===== src/rtl/traffic_ctrl.sv =====
// ---------------------------------------------------------------------------
// traffic_ctrl
//   Frame-paced intersection controller feeding the 640x480 VGA renderer.
//   A one-cycle frame_tick is derived from the falling edge of vsync; on each
//   tick (unless paused) the light FSM phase timer and the east-west car
//   position advance. The car stops at the EW stop line unless EW is green.
//
// Ports
//   dclk       in   pixel clock (shared with VGA timing)
//   clr_n      in   asynchronous active-low reset
//   vsync      in   active-low vertical sync, dclk domain
//   sensor_ew  in   car waiting on EW approach (only used in NS_GREEN)
//   pause      in   freezes phase timer and car while high
//   frame_tick out  one-cycle pulse per frame
//   ns_light   out  00 red, 01 yellow, 10 green
//   ew_light   out  same encoding as ns_light
//   car_x      out  left edge of the EW car in active-video pixels
// ---------------------------------------------------------------------------
module traffic_ctrl #(
    parameter int unsigned GREEN_FRAMES  = 300,
    parameter int unsigned MIN_GREEN     = 120,
    parameter int unsigned YELLOW_FRAMES = 120,
    parameter int unsigned ALLRED_FRAMES = 60,
    parameter int unsigned CAR_W         = 60,
    parameter int unsigned CAR_STEP      = 2,
    parameter int unsigned STOP_X        = 200,
    parameter int unsigned X_MAX         = 639
) (
    input  logic       dclk,
    input  logic       clr_n,
    input  logic       vsync,
    input  logic       sensor_ew,
    input  logic       pause,
    output logic       frame_tick,
    output logic [1:0] ns_light,
    output logic [1:0] ew_light,
    output logic [9:0] car_x
);

    localparam logic [1:0] LT_RED    = 2'b00;
    localparam logic [1:0] LT_YELLOW = 2'b01;
    localparam logic [1:0] LT_GREEN  = 2'b10;

    // Resting position of the car's left edge when its front is at the line.
    localparam logic [9:0] STOP_POS = 10'(STOP_X - CAR_W);

    typedef enum logic [2:0] {
        NS_GREEN,
        NS_YELLOW,
        ALLRED_A,
        EW_GREEN,
        EW_YELLOW,
        ALLRED_B
    } state_t;

    logic       vsync_q;
    logic       frame_tick_q;
    state_t     state_q;
    state_t     state_d;
    logic [9:0] timer_q;
    logic [9:0] car_x_q;
    logic [9:0] car_x_d;
    logic [1:0] ns_light_q;
    logic [1:0] ew_light_q;
    logic [9:0] last_frame;
    logic       phase_done;
    logic       step;
    logic [10:0] car_nxt;

    // Light pair {ns, ew} shown while in a given state.
    function automatic logic [3:0] lights_of(input state_t s);
        logic [3:0] l;
        case (s)
            NS_GREEN:  l = {LT_GREEN,  LT_RED};
            NS_YELLOW: l = {LT_YELLOW, LT_RED};
            EW_GREEN:  l = {LT_RED,    LT_GREEN};
            EW_YELLOW: l = {LT_RED,    LT_YELLOW};
            default:   l = {LT_RED,    LT_RED};
        endcase
        return l;
    endfunction

    assign step = frame_tick_q & ~pause;

    // Timer value on which the current state ends.
    always_comb begin
        last_frame = 10'(ALLRED_FRAMES - 1);
        case (state_q)
            NS_GREEN, EW_GREEN:   last_frame = 10'(GREEN_FRAMES - 1);
            NS_YELLOW, EW_YELLOW: last_frame = 10'(YELLOW_FRAMES - 1);
            default:              last_frame = 10'(ALLRED_FRAMES - 1);
        endcase
    end

    assign phase_done = (timer_q == last_frame) ||
                        ((state_q == NS_GREEN) && sensor_ew &&
                         (timer_q >= 10'(MIN_GREEN - 1)));

    always_comb begin
        state_d = NS_GREEN;
        case (state_q)
            NS_GREEN:  state_d = NS_YELLOW;
            NS_YELLOW: state_d = ALLRED_A;
            ALLRED_A:  state_d = EW_GREEN;
            EW_GREEN:  state_d = EW_YELLOW;
            EW_YELLOW: state_d = ALLRED_B;
            default:   state_d = NS_GREEN;
        endcase
    end

    // Car decision uses the registered light, i.e. the light before this
    // tick's state change. The clamp only applies to a car still behind the
    // line; one already past it keeps driving through.
    always_comb begin
        car_nxt = {1'b0, car_x_q} + 11'(CAR_STEP);
        car_x_d = car_nxt[9:0];
        if ((ew_light_q != LT_GREEN) && (car_x_q <= STOP_POS) &&
            (car_nxt > {1'b0, STOP_POS})) begin
            car_x_d = STOP_POS;
        end else if (car_nxt > 11'(X_MAX)) begin
            car_x_d = 10'd0;
        end
    end

    always_ff @(posedge dclk or negedge clr_n) begin
        if (!clr_n) begin
            vsync_q      <= 1'b1;
            frame_tick_q <= 1'b0;
            state_q      <= NS_GREEN;
            timer_q      <= 10'd0;
            car_x_q      <= 10'd0;
            ns_light_q   <= LT_GREEN;
            ew_light_q   <= LT_RED;
        end else begin
            vsync_q      <= vsync;
            frame_tick_q <= vsync_q & ~vsync;
            if (step) begin
                car_x_q <= car_x_d;
                if (phase_done) begin
                    state_q                  <= state_d;
                    timer_q                  <= 10'd0;
                    {ns_light_q, ew_light_q} <= lights_of(state_d);
                end else begin
                    timer_q <= timer_q + 10'd1;
                end
            end
        end
    end

    assign frame_tick = frame_tick_q;
    assign ns_light   = ns_light_q;
    assign ew_light   = ew_light_q;
    assign car_x      = car_x_q;

endmodule


===== config.mk =====
export PLATFORM = sky130hd
export DESIGN_NAME = traffic_ctrl
export DESIGN_NICKNAME = d
export VERILOG_FILES = /design/src/rtl/traffic_ctrl.sv
export SDC_FILE = /design/constraint.sdc
export NUM_CORES = 1
export LEC_CHECK = 0
export ABC_AREA = 0
export BUFFER_PORTS_ARGS = -buffer_cell sky130_fd_sc_hd__buf_4
export CAP_MARGIN = 20
export CORE_MARGIN = 3
export CORE_UTILIZATION = 45
export DETAILED_ROUTE_END_ITERATION = 16
export HOLD_SLACK_MARGIN = 0.12
export MAX_ROUTING_LAYER = met4
export PLACE_DENSITY = 0.62
export SLEW_MARGIN = 0
export SYNTH_ARGS = -nofsm -noshare
export SYNTH_HDL_FRONTEND = slang
export SYNTH_SLANG_ARGS = --single-unit

===== constraint.sdc =====
create_clock -name dclk -period 2.8 [get_ports dclk]
set_input_delay 0.42 -clock dclk [delete_from_list [all_inputs] [get_ports dclk]]
set_output_delay 0.42 -clock dclk [all_outputs]
set_load 0.02 [all_outputs]

==> impl_metrics.toml <==
[power]
peakVddDrop_v = 0.000435
p_leak_nw = 0.851
p_per_area_nw_per_um2 = 643
p_total_mw = 1.27

[worst_setup_path]
worst_setup_path_start_kind = "flip-flop"
crit_type = "reg2reg"
timing.rr.start = "timer_q[0]"
worst-path-max-fanout = 13
reg2reg_to = "ew_light[0]"
critPathCaptureType = "flip-flop"
rr_worst_depth = 6
rrSetupSlack_ns = 0.41
endpoint = "ew_light[0]"
critPathLaunch = "timer_q[0]"
cp.arrival_ns = 2.56
required_ns = 2.97

[global_routing]
grt_max_degree = 29
track_usage = 0.175
grt_overflow = 0
grt_antenna_before_repair = 0
grt_pass1_vias = 1507
grt_pass1_wl_um = 6860

[final_layout]
syn_to_final_growth_pct = 9.85
layout.nets = 219
insertedDiodeCount = 0
drive_gt1_frac = 0.158
stdcell_area_um2 = 1980

[logic_synthesis]
synth_edf_count = 0
synth_top_area_frac = 0.361
synthDistinctLibCells = 55
yosys-top-cells-area = "dfrtp_1, o21ai_0, nand2_1"
yosys_warnings = 0
syn_inst = 199
synth_area_um2 = 1800
synthArstFlopShare = 1.00
ys_ff_latch = 28
yosys.area.top_type = "dfrtp_1"
synthesis.nets = 208
yosys_most_used_dff = "dfrtp_1"
synth.avg_cell_area_um2 = 9.07
seq_area_frac_synth = 0.390

[timing]
fin_setup_tns_ns = 0
fin_crit_sh = 0.855
final-max-slew-violation-count = 0
clock_skew_ns = 0.00422
tightest_slew_ns = 0.646
rsz0062_at_grt = "false"
hold_viol_final = 0
setup-violations-final = 0
fmax_ghz = 0.418
relSlewSlack = 0.569
min_period_ns = 2.39

[detailed_routing]
routed_wl_um = 3840
dr_total_vias = 1529
drtIter0Drc = 98
route.detailed.drc = 0
post_drt_wl_per_cell_um = 14.9
drt-pass1-iter-count = 4
detail-route-antenna-nets = 0
vias_per_cell = 5.95

[clock_tree]
cts-root-buf = "clkbuf_8"
clk_latency_ns = 0.27
clk_path_buf_depth = 2
cts_tree = "built"
cts_inserted_buffers = 3
cts_resized = 0
htree_levels = 1
clkSinkCount = 28
path_clk_slew_ns = 0.09

[min_path]
hp-class = "in2reg"
hold-path-cell-count = 1

[placed_design]
place_hpwl_um = 2730
portBuffers = 18
gp_congestion = 0.843
placed_area_um2 = 1920

[floorplanning]
die-area_um2 = 4810
fp-row-count = 22
io_pins = 20
coreArea_um2 = 3770
die_w_um = 69.3
floorplan.initialDensity = 0.478
die_height_um = 69.3

[flow_run]
drv_cap = 0

[outcome]
status = "completed"
-- cells in the mapped netlist (all sizes together), types with 3 or more instances --
master,n
a21oi,8
nand2,17
nand4,4
o21ai,13
xnor2,5
and3,6
buf,9
inv,12
clkbuf,6
dfrtp,26
nand2b,6
and4,3
ha,4
nor2b,4
nor3,5
o211ai,3
nor2,8
o22ai,3
o2bb2ai,3
nand3,11
a31oi,7
-- layout by cell type (no fill, tap or decap), types with 2 or more instances in the layout --
| cell | count |
|---|---|
| a21oi_1 | 7 |
| clkbuf_8 | 4 |
| o21ai_0 | 13 |
| and4_1 | 3 |
| and3_1 | 6 |
| nand2_1 | 17 |
| a31oi_1 | 7 |
| o31ai_1 | 2 |
| nor2_1 | 8 |
| nor2b_1 | 4 |
| dfstp_2 | 2 |
| dfrtp_1 | 26 |
| nand2b_1 | 6 |
| ha_1 | 4 |
| nand4_1 | 4 |
| or4_1 | 2 |
| nand3_1 | 11 |
| nor3_1 | 5 |
| o211ai_1 | 3 |
| nor4_1 | 2 |
| nor3b_1 | 2 |
| mux2_4 | 2 |
| buf_4 | 20 |
| xnor2_1 | 5 |
| o21a_1 | 2 |
| o2bb2ai_1 | 3 |
| inv_1 | 12 |
| o22ai_1 | 3 |
-- power breakdown --
part | internal [mW] | switching [mW]
registers | 0.473 | 0.143
logic | 0.182 | 0.231
clock network | 0.126 | 0.120
-- metrics by stage --
step | util | hold WS, ns | setup WS (ns) | instances
6_report | 0.526 | 0.256 | 0.406 | 257
4_1_cts | 0.526 | 0.247 | 0.410 | 257
5_1_grt | 0.526 | 0.240 | 0.284 | 257
3_3_place_gp | 0.508 | 0.361 | 0.484 | 252
2_1_floorplan | - | 0.124 | 0.621 | 199
3_5_place_dp | 0.508 | 0.364 | 0.419 | 252
-- critical path, stage by stage, from the launching register on --
cell and delay, ns:
dfrtp_1 0.40, ha_1 0.26, and4bb_1 0.22, or4b_4 0.46, a22o_4 0.30, a21oi_4 0.31
mux2_4 0.33
-- registers in the layout, indices dropped and copies added (netlist names) --
register and count:
car_x 9, ew_light 2, frame_tick 1, ns_light 2
state_q 3, timer_q 10, vsync_q 1
-- cell families (layout without fill, tap and decap cells) --
| group | count (synthesis) | count (layout) | synth area share |
|---|---|---|---|
| and+or+nand+nor | 75 | 75 | 0.231 |
| AOI/OAI and AO/OA | 55 | 55 | 0.219 |
| DFF | 28 | 28 | 0.390 |
| buffers and inverters | 27 | 37 | 0.0790 |
| xor gates and xnor gates | 6 | 6 | 0.0291 |
| adders and majority gates | 4 | 4 | 0.0277 |
| muxes | 3 | 3 | 0.0222 |
| other | 1 | 1 | 0.00208 |
-- repair_timing --
| item | in CTS | in global routing |
|---|---|---|
| hold buffers | 1 | 0 |
| endpoints found under the hold margin | 26 | 0 |
| buffers inserted | 0 | 0 |
-- worst min-delay path by stage --
stage	from	endpoint	slack (ns)
2_1_floorplan	clr_n	car_x[1]	0.12
3_3_place_gp	clr_n	state_q[2]	0.36
3_5_place_dp	clr_n	ew_light[0]	0.36
4_1_cts	vsync	vsync_q	0.25
5_1_grt	vsync	vsync_q	0.24
6_report	vsync	vsync_q	0.26
-- layer usage --
layer | share of wire | vias up | GRT usage
met2 | 0.47 | 34 | 0.263
met1 | 0.48 | 743 | 0.235
met3 | 0.031 | 6 | 0.0348
li1 | - | 746 | -
met5 | 0 | - | -
met4 | 0.017 | 0 | 0.0651
-- final cells by class --
type	count	area [um2]
well taps	48	60.1
repair buffers	21	160
clock buffers	4	55.1
multi-input cells	144	958
flip-flops and latches	28	703
fillers	347	1790
inverters	12	45.0
(Power assumes the default switching activity.)
